**config.mk**
```make
export PLATFORM = sky130hd
export DESIGN_NAME = branch_history_predictor
export DESIGN_NICKNAME = d
export VERILOG_FILES = /design/src/rtl/branch_history_predictor_pkg.sv /design/src/rtl/bhp_sat_counter.sv /design/src/rtl/branch_history_predictor.sv
export SDC_FILE = /design/constraint.sdc
export NUM_CORES = 1
export LEC_CHECK = 0
export CAP_MARGIN = 30
export CORE_MARGIN = 4
export CORE_UTILIZATION = 55
export DETAILED_ROUTE_END_ITERATION = 8
export GPL_TIMING_DRIVEN = 0
export PLACE_DENSITY = 0.8
export SYNTH_ARGS = -nofsm -noshare
export SYNTH_HDL_FRONTEND = slang
export SYNTH_HIERARCHICAL = 1
export SYNTH_SLANG_ARGS = --single-unit
```
**constraint.sdc**
```tcl
create_clock -name clk -period 4.1 [get_ports clk]
set_clock_uncertainty 0.15 [all_clocks]
set_input_delay 0.82 -clock clk [delete_from_list [all_inputs] [get_ports clk]]
set_output_delay 0.82 -clock clk [all_outputs]
set_load 0.03 [all_outputs]
```
**src/rtl/branch_history_predictor_pkg.sv**
```systemverilog
// Shared types, defaults and PC slicing helpers for the branch history predictor.
package branch_history_predictor_pkg;

    localparam int unsigned DEF_INDEX_BITS = 3;
    localparam int unsigned DEF_TAG_BITS   = 12;

    // 2-bit saturating direction counter; bit 1 is the taken prediction.
    typedef enum logic [1:0] {
        STRONG_NT = 2'b00,
        WEAK_NT   = 2'b01,
        WEAK_T    = 2'b10,
        STRONG_T  = 2'b11
    } ctr_t;

    // Table index: PC[index_bits:1] (bit 0 is always zero for 2-byte instructions).
    function automatic logic [15:0] pc_index(input logic [15:0] pc, input int unsigned index_bits);
        logic [15:0] mask;
        mask = 16'((32'd1 << index_bits) - 32'd1);
        return (pc >> 1) & mask;
    endfunction

    // Tag: the tag_bits PC bits directly above the index.
    function automatic logic [15:0] pc_tag(input logic [15:0] pc, input int unsigned index_bits,
                                           input int unsigned tag_bits);
        logic [15:0] mask;
        mask = 16'((32'd1 << tag_bits) - 32'd1);
        return (pc >> (index_bits + 1)) & mask;
    endfunction

endpackage

```
**src/rtl/bhp_sat_counter.sv**
```systemverilog
// Combinational next-state function of a 2-bit saturating direction counter.
module bhp_sat_counter
    import branch_history_predictor_pkg::*;
(
    input  ctr_t ctr,
    input  logic taken,
    output ctr_t ctr_next
);

    // Step toward the resolved direction, holding at either end.
    always_comb begin
        ctr_next = ctr;
        case (ctr)
            STRONG_NT: ctr_next = taken ? WEAK_NT  : STRONG_NT;
            WEAK_NT:   ctr_next = taken ? WEAK_T   : STRONG_NT;
            WEAK_T:    ctr_next = taken ? STRONG_T : WEAK_NT;
            STRONG_T:  ctr_next = taken ? STRONG_T : WEAK_T;
            default:   ctr_next = WEAK_NT;
        endcase
    end

endmodule

```
**src/rtl/branch_history_predictor.sv**
```systemverilog
// Fetch-stage branch direction predictor: direct-mapped table of tagged 2-bit
// counters, read combinationally with PC_curr, trained from decode.
// Optional macro BHP_BYPASS_EN: same-cycle read sees the post-update entry.
module branch_history_predictor
    import branch_history_predictor_pkg::*;
#(
    parameter int unsigned INDEX_BITS = DEF_INDEX_BITS,
    parameter int unsigned TAG_BITS   = DEF_TAG_BITS
) (
    input  logic        clk,
    input  logic        rst_n,
    input  logic [15:0] PC_curr,
    input  logic [15:0] IF_ID_PC_curr,
    input  logic        enable,
    input  logic        wen,
    input  logic        actual_taken,
    output logic        predicted_taken,
    output logic        hit
);

    localparam int unsigned ENTRIES = 1 << INDEX_BITS;

    logic                  valid_q [ENTRIES];
    logic                  valid_d [ENTRIES];
    logic [TAG_BITS-1:0]   tag_q   [ENTRIES];
    logic [TAG_BITS-1:0]   tag_d   [ENTRIES];
    ctr_t                  ctr_q   [ENTRIES];
    ctr_t                  ctr_d   [ENTRIES];

    logic [INDEX_BITS-1:0] rd_idx;
    logic [TAG_BITS-1:0]   rd_tag;
    logic [INDEX_BITS-1:0] wr_idx;
    logic [TAG_BITS-1:0]   wr_tag;
    logic                  wr_match;
    ctr_t                  ctr_trained;

    assign rd_idx = INDEX_BITS'(pc_index(PC_curr, INDEX_BITS));
    assign rd_tag = TAG_BITS'(pc_tag(PC_curr, INDEX_BITS, TAG_BITS));
    assign wr_idx = INDEX_BITS'(pc_index(IF_ID_PC_curr, INDEX_BITS));
    assign wr_tag = TAG_BITS'(pc_tag(IF_ID_PC_curr, INDEX_BITS, TAG_BITS));

    assign wr_match = valid_q[wr_idx] && (tag_q[wr_idx] == wr_tag);

    bhp_sat_counter u_sat_counter (
        .ctr      (ctr_q[wr_idx]),
        .taken    (actual_taken),
        .ctr_next (ctr_trained)
    );

    // Next table state: train on a tag hit, otherwise allocate over the occupant.
    always_comb begin
        valid_d = valid_q;
        tag_d   = tag_q;
        ctr_d   = ctr_q;
        if (enable && wen) begin
            valid_d[wr_idx] = 1'b1;
            tag_d[wr_idx]   = wr_tag;
            if (wr_match) begin
                ctr_d[wr_idx] = ctr_trained;
            end else begin
                ctr_d[wr_idx] = actual_taken ? WEAK_T : WEAK_NT;
            end
        end
    end

    // Table storage with asynchronous clear.
    always_ff @(posedge clk or negedge rst_n) begin
        if (!rst_n) begin
            for (int unsigned i = 0; i < ENTRIES; i++) begin
                valid_q[i] <= 1'b0;
                tag_q[i]   <= '0;
                ctr_q[i]   <= WEAK_NT;
            end
        end else begin
            valid_q <= valid_d;
            tag_q   <= tag_d;
            ctr_q   <= ctr_d;
        end
    end

    // Zero-latency lookup; a miss always predicts not-taken.
    always_comb begin
`ifdef BHP_BYPASS_EN
        // Next-state equals stored state except at the entry being written,
        // so reading _d gives the bypass only on a same-index update.
        hit             = valid_d[rd_idx] && (tag_d[rd_idx] == rd_tag);
        predicted_taken = hit && ctr_d[rd_idx][1];
`else
        hit             = valid_q[rd_idx] && (tag_q[rd_idx] == rd_tag);
        predicted_taken = hit && ctr_q[rd_idx][1];
`endif
    end

endmodule

```
-- Yosys cells after proc, flatten, opt, wreduce, memory -nomap -nowiden
Index checks and enable logic that the tools add are counted.
- word-level logic and storage cells: 75
- output and inout bits: 2
- register bits after elaboration: 120
- reductions and logical operators: 6
- muxes and demuxes: 34
- order comparisons: 3
- bitwise logic cells: 3
- equality and inequality tests: 5
- operators by type and width (cell ; number):
    $bwmux 96 ; 1
    $bmux 12 s3 ; 2
    $mux 12 ; 5
    $demux 12 s3 ; 1
    $bwmux 16 ; 2
    $eq 12x12->1 ; 2
    $mux 16 ; 1
    $mux 2 ; 8
    $bmux 2 s3 ; 2
    $ge 4x4->1 const B ; 2
    $not 3->4 ; 2
    $or 8x8->8 ; 1
    $pmux 2 s4 ; 1
    $mux 1 ; 7
    $bmux 1 s3 ; 2
    $demux 2 s3 ; 1
    $logic_and 1x1->1 ; 5
    $eq 2x2->1 const B ; 2
    $lt 4x1->1 const B ; 1
    $demux 1 s3 ; 1
    $eq 2x1->1 const B ; 1
    $logic_not 2->1 ; 1

-- Longest topological paths before layout
Gate-level depths: netlist (run 1).
- word-level depth: 8
- depth in mapped cells: 13
- mapped depth without buffers: 8

-- Modules after synthesis
The synthesis (run 1) kept the hierarchy.
- modules (own cells, without submodules) (module ; times used ; cells each ; area each (um2)):
    branch_history_predictor ; 1 ; 600 ; 6991.7
    bhp_sat_counter ; 1 ; 3 ; 26.3

-- Worst setup path after synthesis (run 1)
No wires, ideal clock.
- path type: input to output
- start point: in PC_curr[2]
- end point: out predicted_taken
- cell stages on the path: 9
- data arrival time: 3.408 ns
- setup slack: -0.278 ns
- data required time: 3.130 ns
- cell sequence: buf_2 -> buf_2 -> clkbuf_1 -> mux4_2 -> mux2i_1 -> xor2_1 -> nand2_1 -> nor4_2 -> nor2b_1
- cells in the longest elaborated chain, start to end: 7
- elaborated cells on any way between the ends: 13
- classes of those cells: eq/ne: 1; mux: 9; bitwise: 1; reduce/logical: 2
- RTL lines (element ; line ; source):
    start: declaration ; branch_history_predictor.sv:12 ; input logic [15:0] PC_curr,
    $not 3->4 (not written as such) * ; branch_history_predictor.sv:89 ; hit = valid_q[rd_idx] && (tag_q[rd_idx] == rd_tag);
    $bmux 12 s3 ; branch_history_predictor.sv:89 ;
    $mux 12 (not written as such) (2 in series) ; branch_history_predictor.sv:89 ;
    $eq 12x12->1 ; branch_history_predictor.sv:89 ;
    $logic_and 1x1->1 * ; branch_history_predictor.sv:89 ;
    named net hit ; branch_history_predictor.sv:18 ; output logic hit
    $logic_and 1x1->1 * ; branch_history_predictor.sv:90 ; predicted_taken = hit && ctr_q[rd_idx][1];
    end: declaration ; branch_history_predictor.sv:17 ; output logic predicted_taken,
Mark *: on every way through the listed nets, which the timed path passes. The rest lies on a longest branch. The select of a mux whose other input is x is not followed.

-- Final worst setup path (run 1)
- start point: in PC_curr[1]
- end point: out predicted_taken
- cells in the longest elaborated chain, start to end: 7
- elaborated cells on any way between the ends: 13
- classes of those cells: eq/ne: 1; mux: 9; bitwise: 1; reduce/logical: 2
- RTL lines (element ; line):
    $not 3->4 (not written as such) * ; branch_history_predictor.sv:89, branch_history_predictor.sv:90
    $bmux 12 s3 ; branch_history_predictor.sv:89
    $mux 12 (not written as such) (2 in series) ; branch_history_predictor.sv:89
    $eq 12x12->1 ; branch_history_predictor.sv:89
    $logic_and 1x1->1 ; branch_history_predictor.sv:89
    $logic_and 1x1->1 * ; branch_history_predictor.sv:90
Every way passes the cells marked *; elsewhere a longest branch is shown, timed or not. The select of a mux whose other input is x is not followed.

==> run summary, run 1 <==
### Synthesis
- 120 — post-synthesis sequential element count
- 7018 sq um — Post-Syn Area
- 0.4293 — Seq/Total Area, Yosys
- 0 — number of enable flip-flop cells after synthesis
- 603 — Mapped Cells
- dfrtp_1 — most used flip-flop cell after synthesis
- 11.64 sq um — average instance area after synthesis
- 6 — Syn. warnings
- 1.000 — proportion of register bits with asynchronous set or reset after synthesis
- 46 — synth unique cells
- 640 — Mapped Nets

### Outcome
- finished clean — status

### Clock network
- 0 — number of buffers inserted for hold repair after clock tree synthesis
- built — CTS tree
- 4 — number of H-tree levels
- 2 — number of buffers on the longest clock path
- 60 ps — clk slew on worst S/H paths
- 120 — sink count of the clock tree
- 420 ps — Clk Latency, worst-skew pair
- 17 — number of clock buffers inserted by TritonCTS
- clkbuf_16 — clock root buffer

### Floorplanning
- 39 — I/O pin total
- 14630 sq um — area of the die
- 0.5584 — initial standard-cell utilization of the core
- 41 — count of standard-cell rows
- 121.0 um — x dimension of the die
- 121.0 um — height of the die
- 12570 sq um — Core Area

### Placed design
- 12.69 mm — Post-DP HPWL
- 0.8894 — gp weighted congestion
- 20 — total of buffers placed on input and output ports
- 7485 sq um — instance area after placement

### Detailed routing
- 6 — Initial DRT Pass Iterations
- 19.33 mm — Total Routed Length
- 0 — final antenna-violating net count
- 5401 — number of vias after detailed routing
- 605 — initial detailed-routing violation count
- 6.499 — post-DR vias/cell
- 23.26 um — mean routed wirelength per cell
- 0 — DRC violation count after routing

### Setup path
- 3130 ps — required time at the worst-slack endpoint
- primary input — Startpoint Class
- 11 — crit-path max FO
- output port — endpoint kind of the worst setup timing path
- in -> out — Setup Crit Path Kind
- PC_curr[1] — Critical Path Start
- 3070 ps — data arrival time of the critical path
- tag_q[4] — r2r startpoint

### Timing
- 0.2477 GHz — highest clock frequency the design can meet
- 4037 ps — Tmin final
- 0.3267 — worst slew slack as a fraction of its limit
- 1006 ps — Slew @ Worst Pin
- 0 ps — setup TNS after final layout
- 0.9845 — fin crit share
- 206.0 ps — Post-Route Hold Slack
- 0 — final setup violating endpoints
- 0 — pins over their slew limit
- true — unrepaired setup endpoints after global routing
- 0 — final hold viol count

### Layout
- 0.2898 — layout cells sized above 1
- 684 — NumNets Final
- 8172 sq um — area of all placed cells without fillers
- 16.44% — layout-stage area growth over the synthesis result
- 0 — total inserted antenna cells

### Pwr
- 507.2 nW/um^2 — Cell Pwr Density
- 0.3223 mV — Max IR drop VDD
- 3.513 nW — leakage power
- 4.145 mW — Final Power

### GRT
- 66 — pin count of the biggest net entering global routing
- 5515 — via count of the first global-routing pass
- 0 — initial antenna violation count
- 0.2779 — overall fraction of global-route tracks in use
- 30.52 mm — wire length of the first global-routing pass
- 0 — overall overflow remaining after global route

### Min path
- in -> async — Worst Hold Class

### Job
- 0 — Max-cap violations

-- power by group --
part | switching [mW] | internal (mW)
sequential | 0.203 | 1.46
clock | 0.530 | 1.03
combinational | 0.415 | 0.515
-- stage by stage --
stage,worst slack (ps),instances,utilization
2_1_floorplan,24.89,603,-
3_3_place_gp,-2493,795,0.5923
3_5_place_dp,-932.2,797,0.5955
4_1_cts,4.770,828,0.6458
5_1_grt,-32.39,831,0.6502
6_report,63.45,831,0.6502
-- final timing paths --
path / slack [ps] / cells past startpoint / endpoint
setup / recovery: 60 / 10 / predicted_taken
hold / removal: 210 / 1 / tag_q[23]
setup reg to reg: 1380 / 8 / ctr_q[11]
hold reg to reg: 360 / 2 / ctr_q[8]
max in group asynchronous: 2860 / 2 / ctr_q[4]
min in group clk: 360 / 2 / ctr_q[8]
-- state kept, by name, indices dropped and copies added, names as in the netlist --
name,count
ctr_q,16
valid_q,8
tag_q,96
-- cells in the final DEF, fill, tap and decap left out, types with 3 or more instances in the layout --
cell type	netlist	routed
inv_1	3	3
nor2_1	15	15
clkbuf_1	24	26
bufinv_16	0	4
o22ai_1	3	3
a22o_1	3	3
nand2_1	138	138
mux2_2	67	67
clkinv_2	0	4
dfrtp_1	112	112
o211ai_1	22	22
mux2i_1	37	36
nor3_1	11	11
xnor2_1	18	17
nand2b_1	6	6
clkdlybuf4s50_1	0	17
dfstp_2	8	8
o21ai_0	18	18
buf_4	8	13
mux4_2	32	32
mux4_1	14	14
buf_1	3	3
clkbuf_16	0	18
buf_12	1	3
buf_2	14	11
or2_2	5	5
buf_6	4	6
nand3b_1	3	3
nand3_1	3	3
xor2_1	3	3
-- synth_stat cells (4+ instances only) --
cell        n  area, sq um
o21ai_0    18        90.09
mux4_1     14        367.9
nand2_1   138        518.0
nor3_1     11        55.05
mux2_2     67        754.5
buf_2      14        70.07
buf_6       4        45.04
o211ai_1   22        165.2
xnor2_1    18        157.7
nor2_1     15        56.30
mux4_2     32        720.7
dfstp_2     8        210.2
or2_2       5        31.28
buf_4       8        60.06
mux2i_1    37        370.4
clkbuf_1   24        90.09
dfrtp_1   112         2803
nand2b_1    6        37.54
-- timing repair --
item,4_1_cts,5_1_grt
buffers inserted,0,2
pin swaps,1,1
resized for setup,19,8
setup endpoints to repair,2,2
cloned,0,1
-- critical path, cell delays in order --
cell and delay [ps]:
buf_12 130, buf_12 130, mux4_2 500, mux2i_2 220, xnor2_2 120, nor4_2 210, nand2_1 150, nor4_4 400
nor2b_2 200, buf_4 160
-- area by class of cell --
type | count | area, sq um
fillers | 946 | 4397
multi-input cells | 426 | 3720
flip-flops and latches | 120 | 3013
clock buffers | 22 | 454.2
plain buffers | 54 | 336.6
repair buffers | 25 | 272.8
well taps | 172 | 215.2
clock inverters | 9 | 148.9
inverters | 3 | 11.26
-- logic make-up after synthesis --
family          Yosys count  synth area share
simple gates            194            0.1236
mux                     151            0.3173
flops                   120            0.4293
compound gates           57           0.05420
buf+inv                  57           0.04386
xor+xnor                 22           0.02853
fa+ha+maj                 2          0.003209
-- routing by layer --
metal / vias to the layer above / share of wire / GRT usage
li1: 2270 / - / -
met1: 2729 / 0.39 / 0.3687
met2: 335 / 0.48 / 0.4265
met3: 67 / 0.092 / 0.07739
met4: 0 / 0.041 / 0.1289
met5: - / 0 / 0
Note: power is estimated with default switching activity, not from simulation.
==> run 2: changes to the inputs <==
--- a/config.mk
+++ b/config.mk
@@ -5,6 +5,7 @@
 export SDC_FILE = /design/constraint.sdc
 export NUM_CORES = 1
 export LEC_CHECK = 0
+export ABC_AREA = 0
 export CAP_MARGIN = 30
 export CORE_MARGIN = 4
 export CORE_UTILIZATION = 55
==> results of run 2 <==
The final DEF is identical to that of run 1; final timing and power are the same.
